===== src/rtl/load_store_unit.sv =====
// MEM-stage load/store unit: decodes RISC-V load/store size and drives the data memory.
// An access that crosses a word boundary is split into two word-aligned cycles.
// Stores use read-merge-write. Loads capture the low word and then combine it with the high word.
module load_store_unit #(
    parameter int MP_WIDTH = 32
) (
    input  logic                iclk,
    input  logic                irst,
    input  logic                ivalid,
    input  logic                iload,
    input  logic                istore,
    input  logic [2:0]          ifunct3,
    input  logic [MP_WIDTH-1:0] iaddr,
    input  logic [MP_WIDTH-1:0] iwdata,
    output logic                ostall,
    output logic                odone,
    output logic                oerr,
    output logic [MP_WIDTH-1:0] odata,
    output logic [MP_WIDTH-1:0] opos,
    output logic                owen,
    output logic [1:0]          obe,
    output logic [MP_WIDTH-1:0] owdata,
    input  logic [MP_WIDTH-1:0] irdata
);

    typedef enum logic {
        IDLE   = 1'b0,
        SECOND = 1'b1
    } state_t;

    state_t state;
    state_t state_next;

    logic [MP_WIDTH-1:0] rlo;
    logic                capture_lo;

    logic                is_store;
    logic                is_load;
    logic                legal;
    logic                span;
    logic [1:0]          off;
    int                  nbytes;
    int                  hi_count;
    logic [5:0]          lo_shift;
    logic [5:0]          hi_shift;
    logic [MP_WIDTH-1:0] word_base;
    logic [MP_WIDTH-1:0] word_next;
    logic [MP_WIDTH-1:0] store_shl;
    logic [MP_WIDTH-1:0] store_shr;
    logic [MP_WIDTH-1:0] merge_lo;
    logic [MP_WIDTH-1:0] merge_hi;
    logic [MP_WIDTH-1:0] single_raw;
    logic [MP_WIDTH-1:0] pair_raw;

    // Sign- or zero-extend an LSB-aligned raw load value according to funct3.
    function automatic logic [MP_WIDTH-1:0] extend(input logic [MP_WIDTH-1:0] raw,
                                                   input logic [2:0] f3);
        logic [MP_WIDTH-1:0] res;
        case (f3)
            3'b000:  res = {{24{raw[7]}}, raw[7:0]};
            3'b001:  res = {{16{raw[15]}}, raw[15:0]};
            3'b010:  res = raw;
            3'b100:  res = {24'h0, raw[7:0]};
            3'b101:  res = {16'h0, raw[15:0]};
            default: res = '0;
        endcase
        return res;
    endfunction

    // Decode the access: operation, legality, size, and whether it crosses a word boundary.
    always_comb begin
        is_store  = istore;
        is_load   = iload & ~istore;
        off       = iaddr[1:0];
        case (ifunct3[1:0])
            2'b00:   nbytes = 1;
            2'b01:   nbytes = 2;
            default: nbytes = 4;
        endcase
        if (is_store) begin
            legal = (ifunct3 == 3'b000) || (ifunct3 == 3'b001) || (ifunct3 == 3'b010);
        end else begin
            legal = (ifunct3 == 3'b000) || (ifunct3 == 3'b001) || (ifunct3 == 3'b010) ||
                    (ifunct3 == 3'b100) || (ifunct3 == 3'b101);
        end
        span      = ((nbytes == 2) && (off == 2'd3)) || ((nbytes == 4) && (off != 2'd0));
        hi_count  = int'(off) + nbytes - 4;
        lo_shift  = {1'b0, off, 3'b000};
        hi_shift  = 6'd32 - lo_shift;
        word_base = {iaddr[MP_WIDTH-1:2], 2'b00};
        word_next = {iaddr[MP_WIDTH-1:2] + 30'd1, 2'b00};
    end

    // Build the merged store words and the raw (unextended) load values byte by byte.
    always_comb begin
        store_shl  = iwdata << lo_shift;
        store_shr  = iwdata >> hi_shift;
        single_raw = irdata >> lo_shift;
        merge_lo   = irdata;
        merge_hi   = irdata;
        pair_raw   = '0;
        for (int k = 0; k < 4; k++) begin
            if (k >= int'(off)) begin
                merge_lo[8*k +: 8] = store_shl[8*k +: 8];
            end
            if (k < hi_count) begin
                merge_hi[8*k +: 8] = store_shr[8*k +: 8];
            end
            if ((int'(off) + k) < 4) begin
                pair_raw[8*k +: 8] = rlo[8*((int'(off) + k) & 3) +: 8];
            end else begin
                pair_raw[8*k +: 8] = irdata[8*((int'(off) + k) & 3) +: 8];
            end
        end
    end

    // Next-state and memory-interface outputs for the two-state split sequencer.
    always_comb begin
        ostall     = 1'b0;
        odone      = 1'b0;
        oerr       = 1'b0;
        odata      = '0;
        opos       = '0;
        owen       = 1'b0;
        obe        = 2'b00;
        owdata     = '0;
        capture_lo = 1'b0;
        state_next = state;
        case (state)
            IDLE: begin
                if (ivalid) begin
                    if (!is_store && !is_load) begin
                        odone = 1'b1;
                    end else if (!legal) begin
                        oerr  = 1'b1;
                        odone = 1'b1;
                    end else if (!span) begin
                        odone = 1'b1;
                        opos  = iaddr;
                        obe   = ifunct3[1:0];
                        if (is_store) begin
                            owen   = 1'b1;
                            owdata = iwdata;
                        end else begin
                            odata = extend(single_raw, ifunct3);
                        end
                    end else begin
                        ostall     = 1'b1;
                        opos       = word_base;
                        obe        = 2'b10;
                        state_next = SECOND;
                        if (is_store) begin
                            owen   = 1'b1;
                            owdata = merge_lo;
                        end else begin
                            capture_lo = 1'b1;
                        end
                    end
                end
            end
            SECOND: begin
                odone      = 1'b1;
                opos       = word_next;
                obe        = 2'b10;
                state_next = IDLE;
                if (is_store) begin
                    owen   = ~irst;
                    owdata = merge_hi;
                end else if (is_load) begin
                    odata = extend(pair_raw, ifunct3);
                end
            end
            default: state_next = IDLE;
        endcase
    end

    // State register and low-word capture for split loads.
    always_ff @(posedge iclk) begin
        if (irst) begin
            state <= IDLE;
            rlo   <= '0;
        end else begin
            state <= state_next;
            if (capture_lo) begin
                rlo <= irdata;
            end
        end
    end

endmodule


===== config.mk =====
export PLATFORM = sky130hd
export DESIGN_NAME = load_store_unit
export DESIGN_NICKNAME = d
export VERILOG_FILES = /design/src/rtl/load_store_unit.sv
export SDC_FILE = /design/constraint.sdc
export NUM_CORES = 1
export LEC_CHECK = 0
export ABC_CLOCK_PERIOD_IN_PS = 3670
export CAP_MARGIN = 10
export CORE_ASPECT_RATIO = 1.2
export CORE_MARGIN = 5
export CORE_UTILIZATION = 50
export CTS_BUF_LIST = sky130_fd_sc_hd__clkbuf_8
export DETAILED_ROUTE_END_ITERATION = 7
export PLACE_DENSITY_LB_ADDON = 0.3
export SLEW_MARGIN = 10
export SYNTH_ARGS = -nofsm -noshare
export SYNTH_HDL_FRONTEND = slang
export SYNTH_SLANG_ARGS = --single-unit

===== constraint.sdc =====
create_clock -name iclk -period 3.67 [get_ports iclk]
set_input_delay 0.367 -clock iclk [delete_from_list [all_inputs] [get_ports iclk]]
set_output_delay 0.367 -clock iclk [all_outputs]
set_load 0.01 [all_outputs]

# Yosys cells after proc, flatten, opt, wreduce, memory -nomap -nowiden
# Index checks and enable logic that the tools add are counted.
dict set report word_totals {
  reg_bits 33
  in_bits 104
  out_inout_bits 102
  word_cells 124
}
dict set report op_classes {
  n_addsub 7
  magnitude_cmp 11
  n_eq_ne 8
  n_shift 11
  mux 68
  bitwise_logic 4
  reduce_logical 13
}
# op n
set op_table {}
lappend op_table {{$mux W32} 17}
lappend op_table {{$pmux W32 S5} 2}
lappend op_table {{$shiftx A32 B6 Y8} 8}
lappend op_table {{$pmux W32 S2} 3}
lappend op_table {{$lt A32 B4 Y1 const B} 3}
lappend op_table {{$mux W8} 11}
lappend op_table {{$lt A3 B32 Y1 const A} 2}
lappend op_table {{$add A3 B32 Y32} 1}
lappend op_table {{$eq A32 B3 Y1 const B} 1}
lappend op_table {{$eq A32 B4 Y1 const B} 1}
lappend op_table {{$lt A1 B32 Y1 const A} 1}
lappend op_table {{$lt A2 B32 Y1 const A} 1}
lappend op_table {{$shl A32 B5 Y32} 1}
lappend op_table {{$shr A32 B5 Y32} 1}
lappend op_table {{$shr A32 B6 Y32} 1}
lappend op_table {{$sub A32 B4 Y32 const B} 1}
lappend op_table {{$add A30 B1 Y30 const B} 1}
lappend op_table {{$mux W1} 25}
lappend op_table {{$mux W2} 5}
lappend op_table {{$add A2 B2 Y3 const B} 2}
lappend op_table {{$eq A3 B3 Y1 const B} 2}
lappend op_table {{$pmux W1 S2} 3}
lappend op_table {{$pmux W3 S2} 1}
lappend op_table {{$sub A6 B5 Y6 const A} 1}
lappend op_table {{17 further kinds} 27}

# Logic depth before layout (Yosys ltp)
dict set report depth {
  ltp_word 10
  mapped_depth 13
  ltp_nobuf 10
}

# Worst setup path after synthesis
# Ideal clock, no wire load.
dict set report synth_timing {
  kind {input-to-output}
  from {input port iaddr[1]}
  to {output port owdata[5]}
  arrival_ns 2.839
  required_time_ns 3.303
  setup_slack_ns 0.464
  cell_stages 13
  path_buffers 7
  cell_sequence {buf_2 -> buf_4 -> buf_2 -> buf_2 -> inv_1 -> ha_1 -> buf_2 -> buf_2 -> buf_2 -> a211oi_1 -> a2111oi_0 -> a21oi_1 -> a21oi_1}
}
dict set report synth_via {
  elab_chain_len 8
  elab_cells_between_ends 21
  classes_between {add/sub (3); order compare (2); eq/ne (1); shift (2); mux (9); reduce/logical (4)}
}
# element line
set synth_lines {}
lappend synth_lines {{start: declaration} 13} ;# input logic [MP_WIDTH-1:0] iaddr,
lappend synth_lines {{parallel branches: the longest is 7 deep, another holds $add A3 B32 Y32} n/a}
lappend synth_lines {{$pmux W32 S2 (*)} 129} ;# case (state)
lappend synth_lines {{end: declaration} 22} ;# output logic [MP_WIDTH-1:0] owdata,
# Mark *: on every way between the ends.

# Worst setup path after layout
dict set report layout_timing {
  from {input port ifunct3[1]}
  to {output port owdata[23]}
}
dict set report layout_via {
  elab_chain_len 10
  elab_cells_between_ends 28
  classes_between {add/sub (2); order compare (1); eq/ne (7); mux (9); reduce/logical (9)}
}
# element line
set layout_lines {}
lappend layout_lines {{start: declaration} 12} ;# input logic [2:0] ifunct3,
lappend layout_lines {{parallel branches: the longest is 9 deep, another holds $add A3 B32 Y32} n/a}
lappend layout_lines {{$pmux W32 S2 (*)} 129}
# Marks and branches as above.

==> metrics <==
status complete, no violations; CTS root buf clkbuf_8; Skew-Pair Late Insertion Delay 0.29 ns; fmax 278 MHz; crit-path leading delay family buffers and inverters; crit share post-route 98.1%; clock sink count 33; Mapped Nets 972; first-pass GRT wire length 42800 um; Slew @ Worst Pin 0.857 ns; Syn Area/Cell 8.12 um2; Die ar. 16400 um2; 1st-pass router iterations 5; via count 8203; H-tree levels 2; Worst setup SP type input port; final worst slack 0.0688 ns; vias in the first global route 7831; CP bufs+invs 5; asr flop ratio synth 0%; Clock Skew 0.00412 ns; Die Ht 139 um; Lkg Pwr 3.99 nW; Required @ worst endpoint 3.30 ns; GP Congestion 0.978; CTS buffer count 5; nets 1166; worst hold slack 0.551 ns; CP Cell Sequence clkdlybuf4s50_1 > nor2_1 > ha_1 > fa_1 > inv_1 > ha_1 > nand2b_1 > buf_4 > o21a_1 > buf_12 > mux2i_1 > a22oi_1 > clkdlybuf4s50_1; post-CTS setup buffer count 0; die width 118 um; IO Pins 206; layout cell share with drive strength beyond 1 17.1%; Clock power frac 17.8%; Reg power frac 22.4%; Placed Area 9290 um2; worst vdd ir 0.153 mV; number of synthesis warnings 0; sw power 667 uW; grt ovf 0; RSZ-0062 raised after global routing no; Power Density 175 nW/um2; initial antenna violation count 0; finished layout cell area 9420 um2; critical path type input port to output port; Post-CTS Hold Buffers 0; WL final 27400 um; Min-Delay Path Class register to register; Netlist cell types 59; sw frac 40.4%; fillers 1161; DRC Markers 0; CTS max path bufs 2; slowest stage delay, CP 0.59 ns; setup_tns 0 ns; Fin. Hold Viols 0; ys flop type dfxtp_1; Tot GR Track Use 31.3%; row count 47; HPWL Detailed 20300 um; internal power 984 uW; Area Overhead vs Synth 35.2%; CP Capture Type output port; pre-CTS setup slack -0.123 ns; flops & latches, synth 33; number of enable flip-flop cells after synthesis 0; Max Cap Viol 0; Mapped Cells 858; largest net degree at the start of global routing 47; First DRT Iteration DRCs 1066; via/cell ratio 6.71; # diodes 0; crit path DAT 3.23 ns; Syn Std Cell Area 6970 um2; Comb power frac 59.8%; post-detailed-route wirelength per cell 22.4 um; Slew headroom 42.9%; Port Buffers 205; Starting Density 50.6%; Final Setup Violations 0; sequential area share after synthesis 9.48%; Final Slew Violations 0; Worst Path Max Fanout 8; CTS clk-pin slew, worst paths 0.07 ns; core area 13800 um2; min Tclk post-route 3.60 ns; Final ANT Viol Nets 0; critical path's slowest cell clkdlybuf4s50_1; CTS tree built
cells in the mapped netlist, types with 11 or more instances:
cell type  count  area share, %
a21oi_1      107            7.7
dfxtp_1       33            9.5
nand2b_1      12            1.1
o21ai_0       18            1.3
nor3_1        14            1.0
a2bb2oi_1     12            1.5
xor2_1        12            1.5
mux2_2        25            4.0
o221ai_1      15            1.9
buf_4         16            1.7
nand2_1       63            3.4
nor2_1        67            3.6
mux2i_1      110             16
and3_1        15            1.3
a211oi_1      16            1.7
mux4_2        48             16
o21ai_2       11            1.4
buf_2         33            2.4
o2bb2ai_1     11            1.4
nor2b_1       21            1.9
o211ai_1      12            1.3
o22ai_1       16            1.4
inv_1         15           0.81
nand3_1       25            1.8
clkbuf_1      23            1.2
placed cells by master, fill, tap and decap left out, types with 5 or more instances in the layout:
cell type        instances
a2111oi_1                6
a211oi_1                16
a21oi_1                107
a22o_1                   9
a22oi_1                  5
a2bb2oi_1               12
and3_1                  15
buf_4                   63
clkbuf_8                 6
clkdlybuf4s50_1        179
dfxtp_1                 33
dlygate4sd2_1           10
dlymetal6s2s_1          14
ha_1                     8
inv_1                   16
mux2_2                  25
mux2i_1                110
mux4_2                  48
nand2_1                 63
nand2b_1                12
nand3_1                 25
nand4_1                  9
nor2_1                  67
nor2b_1                 21
nor3_1                  14
o211ai_1                12
o21ai_0                 18
o21ai_2                 11
o221ai_1                15
o22ai_1                 16
o2bb2ai_1               11
o31ai_1                  5
or3_1                    9
xor2_1                  12
power by group through the flow:
| stage | sequential (mW) | combinational, mW | clock [mW] |
|---|---|---|---|
| after floorplan | 0.376 | 0.554 | 0 |
| after global placement | 0.377 | 0.949 | 0 |
| after detailed placement | 0.378 | 0.961 | 0 |
| after CTS | 0.369 | 0.970 | 0.299 |
| after global routing | 0.370 | 1.04 | 0.311 |
| final | 0.370 | 0.988 | 0.293 |
final timing paths:
kind | depth (start not counted) | endpoint | slack (ns) | from
worst max-delay path | 13 | owdata[23] | 0.07 | ifunct3[1]
worst min-delay path | 2 | rlo[14]$_SDFFE_PP0P_ | 0.55 | rlo[14]$_SDFFE_PP0P_
worst max register to register | 6 | rlo[5]$_SDFFE_PP0P_ | 1.69 | state$_SDFF_PP0_
worst min register to register | 2 | rlo[14]$_SDFFE_PP0P_ | 0.55 | rlo[14]$_SDFFE_PP0P_
timing repair:
item,CTS,global route
endpoints found under the setup margin,13,18
resized for setup,19,16
endpoints found under the hold margin,0,0
registers in the layout (all words and copies together), names as in the netlist:
name,cells
state,1
rlo,32
stage by stage:
stage               utilization, %  power [mW]  instances
finish                        68.4        1.65       1223
global route                  68.4        1.73       1223
CTS                           68.1        1.64       1223
floorplan                        -       0.929        858
global placement              67.5        1.33       1216
detailed placement            67.5        1.34       1216
final cells by class:
class	instances	area (um2)	area share, %
well taps	171	214	2.27
inverters	18	67.6	0.717
clock buffers	6	82.6	0.877
multi-input cells	725	5800	61.6
clock inverters	1	3.75	0.0399
flip-flops and latches	33	661	7.01
repair buffers	269	2590	27.5
metal layers:
layer	global-route usage (%)	vias up	wire length [um]
li1	-	3685	-
met1	43.1	3880	10700
met2	50.5	577	12800
met3	5.44	61	3200
met4	9.24	0	722
met5	0	-	0
worst reg2reg max path: cells and delay by family, from the launching register on:
family,cells,cell delay [ns]
DFF,1,0.37
muxes,1,0.30
and+or+nand+nor,3,0.35
buffers and inverters,2,0.82
cells by family after synthesis:
group	synth area share [%]
AOI/OAI and AO/OA	24.8
and+or+nand+nor	18.5
muxes	35.7
buffers and inverters	7.61
DFF	9.48
xor gates and xnor gates	2.01
adders and majority gates	1.90
No activity file was read; power rests on OpenSTA's default activity.
